**src/rtl/cdb_arbiter_pkg.sv**
```systemverilog
// rtl/cdb_arbiter_pkg.sv - shared widths, ROB position type and CDB source encodings
package cdb_arbiter_pkg;

  localparam int CDB_DATA_W = 32;
  localparam int CDB_ROB_W  = 4;
  localparam int CDB_DEPTH  = 4;

  typedef logic [CDB_ROB_W-1:0]  rob_pos_t;
  typedef logic [CDB_DATA_W-1:0] cdb_data_t;

  // ROB position 0 never names a real entry, so it doubles as "no result"
  localparam rob_pos_t ZERO_ROB = '0;

  typedef enum logic {
    SRC_ALU = 1'b0,
    SRC_LSB = 1'b1
  } cdb_src_e;

endpackage

```
**src/rtl/cdb_src_fifo.sv**
```systemverilog
// rtl/cdb_src_fifo.sv - per-source result FIFO holding {pos, value, io}
module cdb_src_fifo
  import cdb_arbiter_pkg::*;
#(
  parameter int DATA_W = CDB_DATA_W,
  parameter int ROB_W  = CDB_ROB_W,
  parameter int DEPTH  = CDB_DEPTH
) (
  input  logic                     clk,
  input  logic                     rst_n,
  input  logic                     en_i,
  input  logic                     flush_i,
  input  logic                     push_i,
  input  logic [ROB_W-1:0]         push_pos_i,
  input  logic [DATA_W-1:0]        push_value_i,
  input  logic                     push_io_i,
  input  logic                     pop_i,
  output logic [ROB_W-1:0]         head_pos_o,
  output logic [DATA_W-1:0]        head_value_o,
  output logic                     head_io_o,
  output logic [$clog2(DEPTH):0]   count_o,
  output logic                     full_o,
  output logic                     empty_o
);

  localparam int PW = $clog2(DEPTH);
  localparam int CW = PW + 1;
  localparam int EW = ROB_W + DATA_W + 1;

  logic [EW-1:0] mem_q [DEPTH];
  logic [PW-1:0] wr_ptr_q, rd_ptr_q;
  logic [CW-1:0] count_q, count_d;
  logic          wr_en, rd_en;

  assign full_o  = (count_q == CW'(DEPTH));
  assign empty_o = (count_q == '0);
  assign {head_pos_o, head_value_o, head_io_o} = mem_q[rd_ptr_q];
  // count_o is the post-update occupancy so the owner can register stalls from it
  assign count_o = count_d;

  // Accept a push when there is room or the head leaves in the same cycle
  always_comb begin
    wr_en   = push_i && (!full_o || pop_i) && !flush_i;
    rd_en   = pop_i && !empty_o && !flush_i;
    count_d = count_q;
    if (flush_i)
      count_d = '0;
    else
      count_d = count_q + CW'(wr_en) - CW'(rd_en);
  end

  // Pointer and occupancy state; pointers wrap naturally at DEPTH
  always_ff @(posedge clk or negedge rst_n) begin
    if (!rst_n) begin
      wr_ptr_q <= '0;
      rd_ptr_q <= '0;
      count_q  <= '0;
    end else if (en_i) begin
      if (flush_i) begin
        wr_ptr_q <= '0;
        rd_ptr_q <= '0;
      end else begin
        if (wr_en) wr_ptr_q <= wr_ptr_q + PW'(1);
        if (rd_en) rd_ptr_q <= rd_ptr_q + PW'(1);
      end
      count_q <= count_d;
    end
  end

  // Entry storage; contents are only meaningful between the pointers
  always_ff @(posedge clk) begin
    if (en_i && wr_en) mem_q[wr_ptr_q] <= {push_pos_i, push_value_i, push_io_i};
  end

endmodule

```
**src/rtl/cdb_arbiter.sv**
```systemverilog
// rtl/cdb_arbiter.sv - CDB arbiter between ALU and LSB results; CDB_ARB_LSB_PRIO_EN selects fixed LSB priority
module cdb_arbiter
  import cdb_arbiter_pkg::*;
#(
  parameter int DATA_W = CDB_DATA_W,
  parameter int ROB_W  = CDB_ROB_W,
  parameter int DEPTH  = CDB_DEPTH
) (
  input  logic              clk,
  input  logic              rst_n,
  input  logic              rdy,
  input  logic [ROB_W-1:0]  in_alu_pos,
  input  logic [DATA_W-1:0] in_alu_value,
  input  logic [ROB_W-1:0]  in_lsb_pos,
  input  logic [DATA_W-1:0] in_lsb_value,
  input  logic              in_lsb_io_in,
  input  logic              in_rob_xbp,
  output logic [ROB_W-1:0]  out_cdb_pos,
  output logic [DATA_W-1:0] out_cdb_value,
  output logic              out_cdb_io,
  output logic              out_cdb_src,
  output logic              out_alu_stall,
  output logic              out_lsb_stall,
  output logic              out_overflow
);

  localparam int CW = $clog2(DEPTH) + 1;
  localparam logic [ROB_W-1:0] NO_POS = ROB_W'(ZERO_ROB);

  logic [ROB_W-1:0]  alu_head_pos, lsb_head_pos, sel_pos, cdb_pos_q;
  logic [DATA_W-1:0] alu_head_value, lsb_head_value, sel_value, cdb_value_q;
  logic              alu_head_io, lsb_head_io, sel_io, cdb_io_q;
  cdb_src_e          sel_src, cdb_src_q;
  logic [CW-1:0]     alu_count_d, lsb_count_d;
  logic              alu_full, alu_empty, lsb_full, lsb_empty;
  logic              act, flush, win_lsb;
  logic              alu_live, lsb_live, alu_cand, lsb_cand, alu_gnt, lsb_gnt;
  logic              alu_pop, lsb_pop, alu_push, lsb_push, alu_drop, lsb_drop;
  logic              alu_stall_q, lsb_stall_q, overflow_q;
`ifndef CDB_ARB_LSB_PRIO_EN
  cdb_src_e          rr_last_q;
`endif

  assign act   = rdy && !in_rob_xbp;
  assign flush = rdy && in_rob_xbp;

  // Candidate selection, grant, and the FIFO push/pop/drop decisions
  always_comb begin
    alu_live = (in_alu_pos != NO_POS);
    lsb_live = (in_lsb_pos != NO_POS);
    alu_cand = !alu_empty || alu_live;
    lsb_cand = !lsb_empty || lsb_live;
`ifdef CDB_ARB_LSB_PRIO_EN
    win_lsb  = 1'b1;
`else
    win_lsb  = (rr_last_q == SRC_ALU);
`endif
    lsb_gnt  = lsb_cand && (!alu_cand || win_lsb);
    alu_gnt  = alu_cand && !lsb_gnt;
    alu_pop  = act && alu_gnt && !alu_empty;
    lsb_pop  = act && lsb_gnt && !lsb_empty;
    // a live input goes to its FIFO unless it was broadcast straight through
    alu_push = act && alu_live && !(alu_gnt && alu_empty);
    lsb_push = act && lsb_live && !(lsb_gnt && lsb_empty);
    alu_drop = alu_push && alu_full && !alu_pop;
    lsb_drop = lsb_push && lsb_full && !lsb_pop;
  end

  // Granted entry: FIFO head when one is waiting, otherwise the live input
  always_comb begin
    sel_pos   = alu_empty ? in_alu_pos   : alu_head_pos;
    sel_value = alu_empty ? in_alu_value : alu_head_value;
    sel_io    = alu_empty ? 1'b0         : alu_head_io;
    sel_src   = SRC_ALU;
    if (lsb_gnt) begin
      sel_pos   = lsb_empty ? in_lsb_pos   : lsb_head_pos;
      sel_value = lsb_empty ? in_lsb_value : lsb_head_value;
      sel_io    = lsb_empty ? in_lsb_io_in : lsb_head_io;
      sel_src   = SRC_LSB;
    end
  end

  cdb_src_fifo #(.DATA_W(DATA_W), .ROB_W(ROB_W), .DEPTH(DEPTH)) u_alu_fifo (
    .clk(clk), .rst_n(rst_n), .en_i(rdy), .flush_i(flush),
    .push_i(alu_push), .push_pos_i(in_alu_pos), .push_value_i(in_alu_value), .push_io_i(1'b0),
    .pop_i(alu_pop), .head_pos_o(alu_head_pos), .head_value_o(alu_head_value), .head_io_o(alu_head_io),
    .count_o(alu_count_d), .full_o(alu_full), .empty_o(alu_empty)
  );

  cdb_src_fifo #(.DATA_W(DATA_W), .ROB_W(ROB_W), .DEPTH(DEPTH)) u_lsb_fifo (
    .clk(clk), .rst_n(rst_n), .en_i(rdy), .flush_i(flush),
    .push_i(lsb_push), .push_pos_i(in_lsb_pos), .push_value_i(in_lsb_value), .push_io_i(in_lsb_io_in),
    .pop_i(lsb_pop), .head_pos_o(lsb_head_pos), .head_value_o(lsb_head_value), .head_io_o(lsb_head_io),
    .count_o(lsb_count_d), .full_o(lsb_full), .empty_o(lsb_empty)
  );

  // CDB output register; value/io/src hold when idle
  always_ff @(posedge clk or negedge rst_n) begin
    if (!rst_n) begin
      cdb_pos_q   <= NO_POS;
      cdb_value_q <= '0;
      cdb_io_q    <= 1'b0;
      cdb_src_q   <= SRC_ALU;
    end else if (rdy) begin
      if (in_rob_xbp || !(alu_gnt || lsb_gnt)) begin
        cdb_pos_q <= NO_POS;
      end else begin
        cdb_pos_q   <= sel_pos;
        cdb_value_q <= sel_value;
        cdb_io_q    <= sel_io;
        cdb_src_q   <= sel_src;
      end
    end
  end

  // Stalls keep one slot free for a result already in flight; overflow is sticky
  always_ff @(posedge clk or negedge rst_n) begin
    if (!rst_n) begin
      alu_stall_q <= 1'b0;
      lsb_stall_q <= 1'b0;
      overflow_q  <= 1'b0;
    end else if (rdy) begin
      alu_stall_q <= (alu_count_d >= CW'(DEPTH - 1));
      lsb_stall_q <= (lsb_count_d >= CW'(DEPTH - 1));
      if (alu_drop || lsb_drop) overflow_q <= 1'b1;
    end
  end

`ifndef CDB_ARB_LSB_PRIO_EN
  // Round-robin memory: only a real conflict moves it, so ALU wins the first one
  always_ff @(posedge clk or negedge rst_n) begin
    if (!rst_n)
      rr_last_q <= SRC_LSB;
    else if (act && alu_cand && lsb_cand)
      rr_last_q <= lsb_gnt ? SRC_LSB : SRC_ALU;
  end
`endif

  assign out_cdb_pos   = cdb_pos_q;
  assign out_cdb_value = cdb_value_q;
  assign out_cdb_io    = cdb_io_q;
  assign out_cdb_src   = cdb_src_q;
  assign out_alu_stall = alu_stall_q;
  assign out_lsb_stall = lsb_stall_q;
  assign out_overflow  = overflow_q;

endmodule

```
**config.mk**
```make
export PLATFORM = sky130hd
export DESIGN_NAME = cdb_arbiter
export DESIGN_NICKNAME = d
export VERILOG_FILES = /design/src/rtl/cdb_arbiter_pkg.sv /design/src/rtl/cdb_src_fifo.sv /design/src/rtl/cdb_arbiter.sv
export SDC_FILE = /design/constraint.sdc
export NUM_CORES = 1
export LEC_CHECK = 0
export BUFFER_PORTS_ARGS = -buffer_cell sky130_fd_sc_hd__buf_2
export CORE_AREA = 2 2 191 193
export CTS_CLUSTER_SIZE = 8
export DETAILED_ROUTE_END_ITERATION = 8
export DIE_AREA = 0 0 193 195
export SYNTH_ARGS = -nofsm -noshare
export SYNTH_HDL_FRONTEND = slang
export SYNTH_SLANG_ARGS = --single-unit
```
**constraint.sdc**
```tcl
create_clock -name clk -period 3.9 [get_ports clk]
set_clock_uncertainty 0.15 [all_clocks]
set_input_delay 0.975 -clock clk [delete_from_list [all_inputs] [get_ports clk]]
set_output_delay 0.975 -clock clk [all_outputs]
set_load 0.02 [all_outputs]
```
==> reports/results.ini <==
[power]
p_leak_nw=6.16
p_total_w=0.0119
irDropWorstVdd_uv=426
p_per_area_mw_per_mm2=712

[yosys]
synth_edf_count=292
synth.avg_cell_area_um2=19.5
synthesis.area_mm2=0.0140
async_flop_share_pct=16.1
syn_inst=719
synth_seq_cells=348
yosys_warnings=0
synthFlopType=edfxtp_1
syn-num-nets=810
synth_cell_types=41
yosysSeqAreaShare_pct=72.4

[floorplan]
die-width_um=193
core_mm2=0.0354
die_area_mm2=0.0376
die_y_um=195
start_util_pct=39.7
io-pin-count=118
rows=69

[worst_setup_path]
critPathLaunchType=primary input
crit_top_cell=xnor2_1
critPathKind=in2reg
cp_top_family=compound AO/OA/AOI/OAI gates
endpoint_kind=flip-flop
cp_max_fo=6
cp.arrival_ns=3.39
path_cells=buf_2, nor4_4, a21oi_2, xnor2_1, a211oi_4, ha_1, inv_1, fa_1, xnor2_1, xnor2_1, a21oi_1, o22ai_1
slowest_delay_ns=0.45
crit_slowest_cell=nor4_4
critPathRequiredTime_ns=4.15
cp_num_buf_inv=2

[timing]
layout_setup_ws_ns=0.765
relSlewSlack_pct=31.9
hold_viol=0
rsz0062_at_grt=no
hold-worst-slack_ns=0.332
max_freq_mhz=319
min_period_ns=3.13
setup_viol=0
fin_crit_sh_pct=80.4
fin_tns_setup_ns=0
tightest_slew_ns=1.02
slew_viol_final=0

[clock_tree]
cts.root.buffer_cell=clkbuf_16
clockBufferDepth=3
cts_tree=yes
clock_latency_ns=0.54
clk_pin_slew_ns=0.05
h-tree-depth=2
cts_sinks=348
cts_resized=0
post-cts-setup-buffers=0
cts_made_buffers=49
postCtsHoldBufs=0

[grt]
grt_max_degree=40
grt.total_usage_pct=17.3
grt_pass1_wl_mm=48.2
grt_pass1_vias=7687
grt_remaining_overflow=0
antenna_found_initial=3

[layout]
areaGrowthSynthToFinish_pct=19.5
final_util_pct=47.4
final_cell_mix=edfxtp_1, buf_2, mux2i_1
drive_above_1_share_pct=32.4
fill_cells=3037
nets=970
final_common_cell=edfxtp_1

[placement]
pre_cts_slack_ns=0.222
dpl.hpwl_mm=19.7
gp_congestion=0.810
numPortBuffers=117

[route]
initialDrtViolationCount=501
vias=7354
wl_per_cell_um=23.3
drt_wl_total_mm=32.2
drcViolationCount=0
viasPerCell=5.32
ant_nets=0
first_pass_iters=5

[outcome]
status=complete, no violations

[worst_hold_path]
hold_path.class=reg2reg

[flow_run]
drv_cap=0

-- Yosys cell counts (3+ instances only) --
library cell | number | area share (%)
edfxtp_1 | 292 | 62
mux2i_1 | 78 | 5.6
mux4_2 | 73 | 12
dfrtp_1 | 55 | 9.8
nand2_1 | 49 | 1.3
o221ai_1 | 36 | 2.2
buf_2 | 24 | 0.86
inv_1 | 21 | 0.56
ha_1 | 12 | 1.1
and2_1 | 9 | 0.40
clkbuf_1 | 7 | 0.19
xnor2_1 | 7 | 0.44
a21oi_1 | 6 | 0.21
buf_4 | 5 | 0.27
nand2b_1 | 5 | 0.22
o22ai_1 | 5 | 0.22
nand3_1 | 4 | 0.14
o21ai_0 | 3 | 0.11
-- state kept, by name, indices dropped and copies added, names as in the netlist, 3 cells and up --
signal              cells
u_lsb_fifo.mem_q      148
u_alu_fifo.count_q      3
out_cdb_pos             4
u_alu_fifo.mem_q      144
u_lsb_fifo.count_q      3
out_cdb_value          32
-- final timing paths --
path | slack [ns] | from | cells after the start | to
min in group asynchronous | 0.45 | rst_n | 1 | out_cdb_io
min reg2reg | 0.33 | out_cdb_value[19] | 2 | out_cdb_value[19]
max | 0.77 | in_lsb_pos[0] | 12 | out_alu_stall
min | 0.33 | out_cdb_value[19] | 2 | out_cdb_value[19]
max reg2reg | 0.80 | u_alu_fifo.count_q[1] | 12 | out_lsb_stall
max in group asynchronous | 2.35 | rst_n | 2 | out_cdb_value[7]
-- metal layers --
metal / vias to the layer above / wire length (um) / track usage (%)
li1: 3253 / - / -
met1: 3839 / 14200 / 24.4
met2: 210 / 15600 / 27.7
met3: 52 / 1690 / 3.06
met4: 0 / 709 / 5.27
met5: - / 0 / 0
-- cells by family (layout without fill, tap and decap cells) --
kind of cell,count (synthesis),in the layout,share of synthesized area [%]
AO/OA/AOI/OAI,59,59,3.53
adder cells (fa/ha/maj),14,14,1.35
flip-flops,348,348,72.4
XOR/XNOR,8,8,0.499
other,0,3,0
buffers and inverters,59,258,1.93
multiplexers,151,151,17.3
AND/OR/NAND/NOR,80,80,2.98
-- tightest hold or removal path: stages, from the launching register on --
cell      delay [ns]
dfrtp_1         0.33
nand2_1         0.05
o221ai_1        0.06
-- area by class of cell --
cell class                      count  area [um^2]  share of cell area [%]
Tap cell                          461          577                    3.44
Inverter                           21         78.8                   0.470
Multi-Input combinational cell    312         3620                    21.6
Sequential cell                   348        10200                    60.7
Timing Repair Buffer              147          923                    5.50
Antenna cell                        3         7.51                  0.0447
Clock buffer                       87         1370                    8.16
Clock inverter                      3         22.5                   0.134
-- power breakdown --
part,total (W),internal (W),switching (W)
clock,0.00381,0.00234,0.00147
sequential,0.00497,0.00458,0.000387
combinational,0.00317,0.00144,0.00173
-- stage by stage --
stage / cell area [um^2] / instances
3_3_place_gp: 15400 / 1289
6_report: 16800 / 1382
2_1_floorplan: 14000 / 719
5_1_grt: 16800 / 1380
3_5_place_dp: 15400 / 1289
4_1_cts: 16800 / 1379
Note: power is estimated with default switching activity, not from simulation.
